## src/rtl/compress_pkg.sv

```systemverilog
// compress_pkg: shared line width and the tagged line entry stored by the collector FIFO.
package compress_pkg;
  localparam int CACHE_LINE_W = 128;
  typedef struct packed {
    logic                    compressed;
    logic [CACHE_LINE_W-1:0] data;
  } line_entry_t;
endpackage

```

## src/rtl/compressed_line_collector_line_fifo.sv

```systemverilog
// line_fifo: DEPTH-entry show-ahead storage of tagged lines with wrapping pointers and an occupancy count.
module line_fifo
  import compress_pkg::*;
#(
  parameter int  DEPTH = 4,
  localparam int AW    = $clog2(DEPTH),
  localparam int LW    = AW + 1
) (
  input  logic        clk_i,
  input  logic        rst_ni,
  input  logic        push_i,
  input  logic        pop_i,
  input  line_entry_t wdata_i,
  output line_entry_t rdata_o,
  output logic [LW-1:0] level_o
);
  logic [AW-1:0] wr_q, rd_q;
  logic [LW-1:0] level_q;
  line_entry_t   mem_q [DEPTH];
  always_ff @(posedge clk_i or negedge rst_ni) begin
    if (!rst_ni) begin
      wr_q    <= '0;
      rd_q    <= '0;
      level_q <= '0;
    end else begin
      if (push_i) wr_q <= wr_q + 1'b1;
      if (pop_i) rd_q <= rd_q + 1'b1;
      level_q <= level_q + LW'(push_i) - LW'(pop_i);
    end
  end
  always_ff @(posedge clk_i) begin
    if (push_i) mem_q[wr_q] <= wdata_i;
  end
  // Storage is not reset, so the head is masked to zero while empty.
  assign rdata_o = (level_q != '0) ? mem_q[rd_q] : '0;
  assign level_o = level_q;
endmodule

```

## src/rtl/compressed_line_collector.sv

```systemverilog
// compressed_line_collector: buffers finished compressor lines in a FIFO and hands them downstream.
// Optional CLC_STATS_EN adds saturating counters of accepted compressed/raw lines.
module compressed_line_collector
  import compress_pkg::*;
#(
  parameter int  CACHE_LINE = CACHE_LINE_W,
  parameter int  DEPTH      = 4,
  parameter int  CNT_W      = 16,
  localparam int LW         = $clog2(DEPTH) + 1
) (
  input  logic                  i_clk,
  input  logic                  i_reset_n,
  input  logic                  i_finish_final,
  input  logic                  i_compressed_flag,
  input  logic [CACHE_LINE-1:0] i_mux_array2,
  output logic                  o_stall,
  output logic                  o_valid,
  input  logic                  i_ready,
  output logic [CACHE_LINE-1:0] o_line,
  output logic                  o_line_compressed,
`ifdef CLC_STATS_EN
  output logic [CNT_W-1:0]      o_cnt_comp,
  output logic [CNT_W-1:0]      o_cnt_raw,
`endif
  output logic                  o_overflow,
  output logic [LW-1:0]         o_level
);
  logic        fin_q, ovf_q, push_req, pop, full, push;
  line_entry_t wdata, rdata;
  assign push_req = i_finish_final & ~fin_q;
  assign pop      = o_valid & i_ready;
  assign full     = o_level == LW'(DEPTH);
  // A pop in the same cycle frees the slot, so a full FIFO can still accept.
  assign push     = push_req & (~full | pop);
  assign wdata    = '{compressed: i_compressed_flag, data: i_mux_array2};
  always_ff @(posedge i_clk or negedge i_reset_n) begin
    if (!i_reset_n) begin
      fin_q <= 1'b0;
      ovf_q <= 1'b0;
    end else begin
      fin_q <= i_finish_final;
      ovf_q <= ovf_q | (push_req & full & ~pop);
    end
  end
  line_fifo #(.DEPTH(DEPTH)) u_fifo (
    .clk_i   (i_clk),
    .rst_ni  (i_reset_n),
    .push_i  (push),
    .pop_i   (pop),
    .wdata_i (wdata),
    .rdata_o (rdata),
    .level_o (o_level)
  );
  assign o_valid           = o_level != '0;
  assign o_stall           = o_level >= LW'(DEPTH - 1);
  assign o_overflow        = ovf_q;
  assign o_line            = rdata.data;
  assign o_line_compressed = rdata.compressed;
`ifdef CLC_STATS_EN
  logic [CNT_W-1:0] comp_q, raw_q;
  always_ff @(posedge i_clk or negedge i_reset_n) begin
    if (!i_reset_n) begin
      comp_q <= '0;
      raw_q  <= '0;
    end else begin
      if (push & i_compressed_flag & ~&comp_q) comp_q <= comp_q + 1'b1;
      if (push & ~i_compressed_flag & ~&raw_q) raw_q <= raw_q + 1'b1;
    end
  end
  assign o_cnt_comp = comp_q;
  assign o_cnt_raw  = raw_q;
`endif
endmodule

```

## config.mk

```make
export PLATFORM = sky130hd
export DESIGN_NAME = compressed_line_collector
export DESIGN_NICKNAME = d
export VERILOG_FILES = /design/src/rtl/compress_pkg.sv /design/src/rtl/compressed_line_collector_line_fifo.sv /design/src/rtl/compressed_line_collector.sv
export SDC_FILE = /design/constraint.sdc
export NUM_CORES = 1
export LEC_CHECK = 0
export CAP_MARGIN = 10
export CORE_ASPECT_RATIO = 1.1
export CORE_UTILIZATION = 60
export CTS_BUF_LIST = sky130_fd_sc_hd__clkbuf_4
export DETAILED_ROUTE_END_ITERATION = 16
export DONT_BUFFER_PORTS = 1
export PLACE_DENSITY = 0.76
export SLEW_MARGIN = 5
export SYNTH_ARGS = -nofsm -noshare
export SYNTH_HDL_FRONTEND = slang
export SYNTH_SLANG_ARGS = --single-unit
```

## constraint.sdc

```tcl
create_clock -name i_clk -period 5.4 [get_ports i_clk]
set_clock_uncertainty 0.05 [all_clocks]
set_input_delay 1.08 -clock i_clk [delete_from_list [all_inputs] [get_ports i_clk]]
set_output_delay 1.08 -clock i_clk [all_outputs]
set_load 0.01 [all_outputs]
```

==> results.sh <==
export IMPL_synth_seq_area_share_pct=78.8
export IMPL_grt_setup_unrepaired="false"
export IMPL_crit_fanout=43
export IMPL_grt_overflow=0
export IMPL_io_buffers=0
export IMPL_htree_levels=3
export IMPL_cp_end_kind="primary output"
export IMPL_min_from="i_finish_final"
export IMPL_fill_cells=2046
export IMPL_worst_slew_pin_slew_ns=1.10
export IMPL_syn_nets=998
export IMPL_hold_end="fin_q"
export IMPL_num_vias=8810
export IMPL_wl_per_cell_um=25.0
export IMPL_grt_usage_pct=22.4
export IMPL_timing_rr_start="u_fifo.level_o[2]"
export IMPL_critical_path_class="register to primary output"
export IMPL_grt_pass1_vias=9865
export IMPL_fp_dieH_um=193
export IMPL_syn_avg_cell_area_um2=23.2
export IMPL_async_flop_share_pct=1.71
export IMPL_hold_path_class="primary input to register"
export IMPL_leakagePower_nw=7.06
export IMPL_final_nets=1091
export IMPL_wirelength_um=36700
export IMPL_root_buffer="clkbuf_4"
export IMPL_drt_pre_antenna_iters=5
export IMPL_core_area_mm2=0.0325
export IMPL_placed_cell_area_mm2=0.0204
export IMPL_grt_start_max_net_pins=93
export IMPL_dp_hpwl_um=21700
export IMPL_start_kind="register"
export IMPL_viasPerCell=6.00
export IMPL_yosys_top_cells_area="edfxtp_1, mux4_2, and2_1"
export IMPL_clkLatencyLatePin_ns=0.75
export IMPL_slew_viol_final=0
export IMPL_setup_viol=0
export IMPL_synth_warnings=0
export IMPL_relSlewSlack_pct=26.8
export IMPL_final_setup_tns_ns=0
export IMPL_whs_ns=0.311
export IMPL_drive_gt1_share_pct=32.7
export IMPL_synth_cell_types=23
export IMPL_outcome="finished, final reports clean"
export IMPL_rows=69
export IMPL_reg2reg_depth=4
export IMPL_gp_congestion=0.726
export IMPL_hold_viol=0
export IMPL_hold_depth=0
export IMPL_clock_sinks=525
export IMPL_post_route_drc_count=0
export IMPL_numCtsBuffers=119
export IMPL_fmax_mhz=242
export IMPL_die_area_mm2=0.0340
export IMPL_dr_first_iter_drc_count=532
export IMPL_dp_cells=1255
export IMPL_arrival_ns=3.01
export IMPL_fin_crit_ns=4.14
export IMPL_power_density_mw_per_mm2=510
export IMPL_start_util_pct=61.3
export IMPL_cts_tree="built"
export IMPL_grt_pass1_wl_um=55700
export IMPL_io_pins=268
export IMPL_period_share_pct=76.6
export IMPL_r2r_end="u_fifo.mem_q[3][23]"
export IMPL_die_width_um=176
export IMPL_synth_edf_count=516
export IMPL_max_cap_viol_count=0
export IMPL_syn_to_final_growth_pct=10.0
export IMPL_peakVddDrop_mv=0.282
export IMPL_synthFlopType="edfxtp_1"
export IMPL_mostFrequentLayoutCell="edfxtp_1"
export IMPL_ant_nets=0
export IMPL_mostFrequentLayoutCells="edfxtp_1, clkbuf_4, mux4_2, and2_1, clkinv_1"
export IMPL_cp_required_ns=4.27
export IMPL_ff2ff_setup_slack_ns=2.50
export IMPL_clk_path_buf_depth=3
export IMPL_netlist_instances=858
export IMPL_ys_seq_elements=525
export IMPL_yosysTopAreaCellShare_pct=77.7
export IMPL_synth_area_mm2=0.0199
export IMPL_yosys_area_top_type="edfxtp_1"
export IMPL_antenna_found_initial=1
export IMPL_clk_pin_slew_ns=0.07
export IMPL_final_area_mm2=0.0220
export IMPL_final_cells=1468
-- metal layers --
layer  share of wire, %  wire (µm)  GRT usage [%]
met2                 53      19600           38.9
met3                9.7       3570           8.33
met4                3.0       1080           9.92
met5                  0          0              0
met1                 34      12500           24.2
-- synth_stat cells, types with 2 or more instances --
cell / instances
buf_2: 16
edfxtp_1: 516
buf_6: 10
nand2_1: 2
clkbuf_1: 16
dfrtp_1: 9
xnor2_1: 3
ha_1: 6
buf_1: 2
inv_1: 5
and2_1: 133
mux4_2: 129
-- per-stage QoR --
| step | util, % | worst slack, ns | total power [W] |
|---|---|---|---|
| finish | 67.4 | 1.26 | 0.0112 |
| global route | 67.4 | 1.01 | 0.0117 |
| CTS | 67.4 | 1.10 | 0.0114 |
| detailed placement | 62.8 | 1.94 | 0.00840 |
| global placement | 62.8 | 1.97 | 0.00831 |
| floorplan | - | 0.360 | 0.00778 |
-- power breakdown --
part	switching, W	internal (W)
clock network	0.00140	0.00155
logic	0.00165	0.00138
registers	0.000278	0.00495
total	0.00333	0.00788
-- sequential cells by signal, summed over array words and instances (netlist names) --
register	cells
u_fifo.mem_q	516
u_fifo.level_o	3
u_fifo.rd_q	2
u_fifo.wr_q	2
fin_q	1
o_overflow	1
-- final cells by class --
type / count / area, µm² / share of cell area [%]
tap: 426 / 533 / 2.43
inverter: 5 / 18.8 / 0.0855
sequential: 525 / 15700 / 71.6
multi-input combinational: 284 / 3960 / 18.1
clock inverter: 33 / 160 / 0.730
antenna: 1 / 2.50 / 0.0114
clock buffer: 178 / 1340 / 6.09
timing repair buffer: 16 / 210 / 0.958
-- cell families after synthesis --
logic type / count (synthesis) / share of synthesized area (%)
AOI/OAI and AO/OA: 2 / 0.0690
adders and majority gates: 7 / 0.477
muxes: 131 / 14.7
xor gates and xnor gates: 4 / 0.176
buffers and inverters: 49 / 1.40
DFF: 525 / 78.8
and+or+nand+nor: 140 / 4.40
-- critical path: stages (launching register included) --
cell	delay (ns)
dfrtp_4	1.01
buf_4	0.41
mux4_2	0.55
and2_1	0.24
-- how the worst max path moves through the flow --
| stage | start | to | slack (ns) |
|---|---|---|---|
| 2_1_floorplan | i_ready | u_fifo.mem_q[2][0] | 0.36 |
| 3_3_place_gp | u_fifo.rd_q[0] | o_line[34] | 1.97 |
| 3_5_place_dp | i_ready | u_fifo.mem_q[0][53] | 1.94 |
| 4_1_cts | u_fifo.rd_q[0] | o_line[34] | 1.10 |
| 5_1_grt | u_fifo.rd_q[0] | o_line[91] | 1.01 |
| 6_report | u_fifo.rd_q[0] | o_line[34] | 1.26 |
-- repair_timing --
item / 4_1_cts / 5_1_grt
endpoints found under the setup margin: 0 / 0
buffers inserted: 0 / 0
hold buffers: 1 / 0
gates resized for setup: 0 / 0
endpoints found under the hold margin: 9 / 0
Power figures use the tool's default switching activity.
